--- src/rtl/register_file_pkg.sv ---
// Shared sizing constants for the datapath register file.
package register_file_pkg;

  localparam int unsigned RF_DATA_W = 32;
  localparam int unsigned RF_ADDR_W = 5;
  localparam int unsigned RF_DEPTH  = 1 << RF_ADDR_W;

endpackage

--- src/rtl/register_file_reg_cell.sv ---
// One storage word with async active-low clear and a synchronous write enable.
module register_file_reg_cell #(
  parameter int unsigned DATA_W = 32
) (
  input  logic              elk,
  input  logic              nrst,
  input  logic              we,
  input  logic [DATA_W-1:0] d,
  output logic [DATA_W-1:0] q
);

  logic [DATA_W-1:0] data_q;
  logic [DATA_W-1:0] data_d;

  always_comb begin
    data_d = data_q;
    if (we) data_d = d;
  end

  always_ff @(posedge elk or negedge nrst) begin
    if (!nrst) data_q <= '0;
    else       data_q <= data_d;
  end

  assign q = data_q;

endmodule

--- src/rtl/register_file.sv ---
// 32x32 register file: two combinational read ports, one synchronous write port, R0 fixed at zero.
module register_file
  import register_file_pkg::*;
#(
  parameter int unsigned DATA_W = RF_DATA_W,
  parameter int unsigned ADDR_W = RF_ADDR_W,
  parameter int unsigned DEPTH  = RF_DEPTH
) (
  input  logic              wr_en,
  input  logic [ADDR_W-1:0] wr_addr,
  input  logic [DATA_W-1:0] wr_data,
  input  logic [ADDR_W-1:0] rd_addrA,
  input  logic [ADDR_W-1:0] rd_addrB,
  output logic [DATA_W-1:0] rd_dataA,
  output logic [DATA_W-1:0] rd_dataB,
  input  logic              elk,
  input  logic              nrst
);

  logic              wr_en_valid;
  logic [DEPTH-1:1]  we_vec;
  logic [DATA_W-1:0] regs [DEPTH];

  // An unknown enable must never be taken as a write.
  assign wr_en_valid = (wr_en === 1'b1);

  always_comb begin
    we_vec = '0;
    for (int i = 1; i < DEPTH; i++) begin
      we_vec[i] = wr_en_valid && (wr_addr == ADDR_W'(i));
    end
  end

  assign regs[0] = '0;

  for (genvar g = 1; g < DEPTH; g++) begin : g_cell
    register_file_reg_cell #(.DATA_W(DATA_W)) u_cell (
      .elk  (elk),
      .nrst (nrst),
      .we   (we_vec[g]),
      .d    (wr_data),
      .q    (regs[g])
    );
  end

  assign rd_dataA = regs[rd_addrA];
  assign rd_dataB = regs[rd_addrB];

endmodule

--- config.mk ---
export PLATFORM = sky130hd
export DESIGN_NAME = register_file
export DESIGN_NICKNAME = d
export VERILOG_FILES = /design/src/rtl/register_file_pkg.sv /design/src/rtl/register_file_reg_cell.sv /design/src/rtl/register_file.sv
export SDC_FILE = /design/constraint.sdc
export NUM_CORES = 2
export LEC_CHECK = 0
export CAP_MARGIN = 0
export CORE_MARGIN = 5
export CORE_UTILIZATION = 65
export CTS_CLUSTER_SIZE = 10
export DETAILED_ROUTE_END_ITERATION = 8
export DONT_BUFFER_PORTS = 1
export PLACE_DENSITY = 0.86
export SYNTH_ARGS = -nofsm -noshare
export SYNTH_HDL_FRONTEND = slang
export SYNTH_SLANG_ARGS = --single-unit
--- constraint.sdc ---
create_clock -name elk -period 4 [get_ports elk]
set_clock_uncertainty 0.15 [all_clocks]
set_input_delay 1 -clock elk [delete_from_list [all_inputs] [get_ports elk]]
set_output_delay 1 -clock elk [all_outputs]
set_load 0.01 [all_outputs]
==> Yosys cells after proc, flatten, opt, wreduce, memory -nomap -nowiden <==
Index checks and enable logic that the tools add are counted.
{ "op_classes": {"magnitude_cmp": 2, "n_eq_ne": 32, "mux": 6, "bitwise_logic": 2, "reduce_logical": 31} }
{ "ops": {"columns": ["operator", "n"], "rows": [
  ["$bmux W32 S5", 2],
  ["$mux W32", 4],
  ["$eq A5 B5 Y1 const B", 16],
  ["$eq A5 B4 Y1 const B", 8],
  ["$logic_and A1 B1 Y1", 31],
  ["$eq A5 B3 Y1 const B", 4],
  ["$ge A6 B6 Y1 const B", 2],
  ["$not A5 Y6", 2],
  ["$eq A5 B2 Y1 const B", 2],
  ["$eq A5 B1 Y1 const B", 1],
  ["$eqx A1 B1 Y1 const B", 1]
]} }
{ "word_totals": {"reg_bits": 992, "elab_cells": 104} }

==> Depth between registers and ports, before layout <==
{ "logic_depth": {"depth_word": 4, "mapped_depth": 9} }

==> Modules after synthesis <==
A second synthesis with hierarchy kept.
{ "hier_totals": {"cells_unflattened": 3570, "area_unflattened_um2": 58031.9} }
{ "modules_own_cells": {"columns": ["module", "n_inst", "cells_per_inst", "area_each_um2", "seq_area_each_um2"], "rows": [
  ["register_file_reg_cell", 31, 68, 1345.0, 800.8],
  ["register_file", 1, 1462, 16335.7, 0.0]
]} }

==> Least setup slack after synthesis <==
Ideal clock, no wire load.
{ "synth_timing": {"path_kind": "input port to output port", "start": "input rd_addrB[0]", "end": "output rd_dataB[10]", "arrival_ps": 2554, "slack_ps": 296, "path_stages": 7, "path_buffers": 3, "path_cell_list": "buf_2 > buf_6 > buf_2 > mux4_2 > a22o_1 > o21ai_1 > o31ai_1"} }
{ "synth_between": {"elab_chain_cells": 4} }
{ "synth_rtl": {"columns": ["item", "line_no", "source"], "rows": [
  ["start: declaration", "register_file.sv:13", "input logic [ADDR_W-1:0] rd_addrB,"],
  ["$not A5 Y6 (not written as such)", "register_file.sv:47", "assign rd_dataB = regs[rd_addrB];"],
  ["$bmux W32 S5", "register_file.sv:47", null],
  ["$mux W32 (not written as such) (2 in a row)", "register_file.sv:47", null],
  ["end: declaration", "register_file.sv:15", "output logic [DATA_W-1:0] rd_dataB,"]
]} }
No other way between the ends. The select of a mux whose other input is x is not followed.

==> Final worst setup path <==
{ "layout_timing": {"start": "input rd_addrA[0]", "end": "output rd_dataA[21]"} }
{ "layout_between": {"elab_chain_cells": 4} }
{ "layout_rtl": {"columns": ["item", "line_no", "source"], "rows": [
  ["start: declaration", "register_file.sv:12", "input logic [ADDR_W-1:0] rd_addrA,"],
  ["$not A5 Y6 (not written as such)", "register_file.sv:46", "assign rd_dataA = regs[rd_addrA];"],
  ["$bmux W32 S5", "register_file.sv:46", null],
  ["$mux W32 (not written as such) (2 in a row)", "register_file.sv:46", null],
  ["end: declaration", "register_file.sv:14", "output logic [DATA_W-1:0] rd_dataA,"]
]} }
No other way between the ends. The select of a mux whose other input is x is not followed.

==> flow_metrics.env <==
export IMPL_finalHoldViolations=2
export IMPL_yosysMostFrequentCell="dfrtp_1"
export IMPL_worst_slack_ns=-0.247
export IMPL_dieArea_um2=87700
export IMPL_clk_latency_ns=0.67
export IMPL_num_io_pins=114
export IMPL_rows=105
export IMPL_switchingPower_mw=7.47
export IMPL_status="complete, but fails checks"
export IMPL_place_inst=4424
export IMPL_hold_worst_slack_ns=-0.00468
export IMPL_p_per_area_nw_per_um2=490
export IMPL_hp_class="in2async"
export IMPL_p_comb_frac=0.204
export IMPL_first_iter_violations=4359
export IMPL_swShare=0.265
export IMPL_clock_sinks=992
export IMPL_fin_cells=4566
export IMPL_port_buffers=0
export IMPL_numCtsBuffers=111
export IMPL_total_power_mw=28.2
export IMPL_ys_seq_area_frac=0.466
export IMPL_critical_path_class="in2out"
export IMPL_period_share=1.06
export IMPL_fmax_ghz=0.235
export IMPL_gp_congestion=0.818
export IMPL_grt_pass1_vias=37800
export IMPL_antenna_left=0
export IMPL_irDropWorstVdd_uv=361
export IMPL_h_tree_depth=3
export IMPL_wire_per_inst_um=34.1
export IMPL_synth_edff_count=0
export IMPL_grt_pass1_wl_um=237000
export IMPL_drt_pass1_iterations=6
export IMPL_dieHeight_um=296
export IMPL_ys_top_cells_by_count="dfrtp_1 (992), mux2_2 (967), mux4_2 (384)"
export IMPL_grt_overflow=0
export IMPL_critical_path_arrival_ns=3.10
export IMPL_synth_top_cell_area_share=0.466
export IMPL_ys_warnings_count=0
export IMPL_cp_start_kind="input port"
export IMPL_cp_max_fo=289
export IMPL_fin_nets=3523
export IMPL_postCtsSetupBuffers=0
export IMPL_crit_required_ns=2.85
export IMPL_cts_buffer_depth=3
export IMPL_p_int_mw=20.8
export IMPL_fp_dieW_um=296
export IMPL_synth_distinct_cells=30
export IMPL_synth_ff_type="dfrtp_1"
export IMPL_maxCapViolCount=0
export IMPL_finalSetupTns_ns=-2.04
export IMPL_synthArstFlopShare=1.00
export IMPL_grt_max_degree=993
export IMPL_largest_register_ffs=992
export IMPL_syn_num_nets=3655
export IMPL_drive_gt1_frac=0.482
export IMPL_hpwlAfterDp_um=84500
export IMPL_seq_power_share=0.479
export IMPL_antenna_found_initial=2
export IMPL_syn_to_final_growth_pct=8.08
export IMPL_fin_util=0.704
export IMPL_drc=0
export IMPL_start_util=0.652
export IMPL_cts_tree="built"
export IMPL_synth_seq_cells=992
export IMPL_fillers=4893
export IMPL_syn_area_um2=53300
export IMPL_core_area_um2=81700
export IMPL_synth_cells=3605
export IMPL_dp_slack_ns=0.113
export IMPL_synth_area_leaders="dfrtp_1 (47%), mux2_2 (20%), mux4_2 (16%), mux2i_1 (3.6%), a22o_1 (3.2%)"
export IMPL_rsz0062_at_grt="false"
export IMPL_vias_per_cell=7.67
export IMPL_finalSetupViolCount=24
export IMPL_routed_via_count=35000
export IMPL_path_clk_slew_ns=0.05
export IMPL_yosysTopAreaCell="dfrtp_1"
export IMPL_grt_use_total=0.358
export IMPL_violations="negative hold slack, negative setup slack"
export IMPL_worst_pin_slew_ns=1.13
export IMPL_routed_wl_um=156000
export IMPL_fin_crit_ns=4.25
export IMPL_crit_path_end_kind="output pin"
export IMPL_slew_viol_final=0
export IMPL_clkPwrFrac=0.317
export IMPL_diodes=0
export IMPL_cts_root_buf="clkbuf_16"
export IMPL_synth_area_per_cell_um2=14.8
export IMPL_p_leak_nw=25.1
export IMPL_slew_headroom=0.247
==> timing repair <==
item | 4_1_cts | 5_1_grt
resized for setup | 0 | 4
endpoints found under the setup margin | 0 | 3
hold endpoints to repair | 925 | 33
==> cells by family (layout without fill, tap and decap cells) <==
logic type      Yosys count  after routing  synth area share
compound gates          448            448            0.0632
buf+inv                 408            299            0.0353
flops                   992            992             0.466
mux                    1632           1632             0.422
simple gates            125            125            0.0136
==> layout make-up <==
type,instances,area [µm²],share of cell area
Timing Repair Buffer,161,1570,0.0273
Multi-Input combinational cell,2205,26800,0.466
Inverter,2,7.51,0.000130
Sequential cell,992,24800,0.431
Clock buffer,129,2920,0.0507
Clock inverter,7,98.8,0.00172
Tap cell,1070,1340,0.0233
==> cells in the final DEF, fill, tap and decap left out, types with 3 or more instances in the layout <==
cell type  instances
nor2_4            14
mux2_1            89
mux4_2           384
nor2b_4            8
clkbuf_16        112
clkbuf_8           5
mux2i_1          192
o31ai_1           62
clkinv_8           5
nand4b_1           3
nand2_2           13
mux2_2           967
a22o_1           192
and2_1            64
buf_12            21
a211oi_1          63
clkbuf_1          12
o22ai_1           64
dfrtp_1          992
or3_2              3
nand2b_1           3
buf_4            135
o21ai_1           63
buf_16             5
==> worst max-delay path, stage by stage <==
cell	delay (ns)
mux4_2	0.60
mux2i_1	0.08
and2_1	0.16
o31ai_1	0.61
buf_4	0.24
==> layer usage <==
layer	global-route usage	vias up	share of wire
met5	0	-	0
met4	0.167	0	0.053
met3	0.108	587	0.13
met2	0.548	2446	0.46
met1	0.481	18300	0.36
li1	-	13700	-
==> power groups by stage <==
| stage | sequential [mW] | combinational, mW | clock [mW] |
|---|---|---|---|
| final | 13.5 | 5.75 | 8.96 |
| after detailed placement | 13.6 | 5.45 | 0 |
| after CTS | 13.5 | 5.51 | 9.02 |
| after global routing | 13.7 | 6.13 | 9.43 |
| after floorplan | 13.1 | 4.73 | 0 |
| after global placement | 13.2 | 5.17 | 0 |
==> path summary, 6_finish.rpt <==
path | from | slack (ns) | end | cells after the start
max | rd_addrA[0] | -0.25 | rd_dataA[21] | 5
min | nrst | -0.005 | g_cell[17].u_cell.q[22]$_DFFE_PN0P_ | 1
max reg2reg | g_cell[12].u_cell.q[23]$_DFFE_PN0P_ | 2.99 | g_cell[12].u_cell.q[23]$_DFFE_PN0P_ | 1
min reg2reg | g_cell[28].u_cell.q[1]$_DFFE_PN0P_ | 0.35 | g_cell[28].u_cell.q[1]$_DFFE_PN0P_ | 1
max in group asynchronous | nrst | 1.10 | g_cell[8].u_cell.q[6]$_DFFE_PN0P_ | 3
min in group elk | wr_data[10] | 0.30 | g_cell[20].u_cell.q[10]$_DFFE_PN0P_ | 1
==> metrics by stage <==
step | instance area, µm² | hold slack, ns
after global routing | 57600 | 0.00146
after detailed placement | 54400 | 0.343
after global placement | 54400 | 0.329
after floorplan | 53300 | 0.320
final | 57600 | -0.00468
after CTS | 57400 | -0.117
Power figures use the tool's default switching activity.
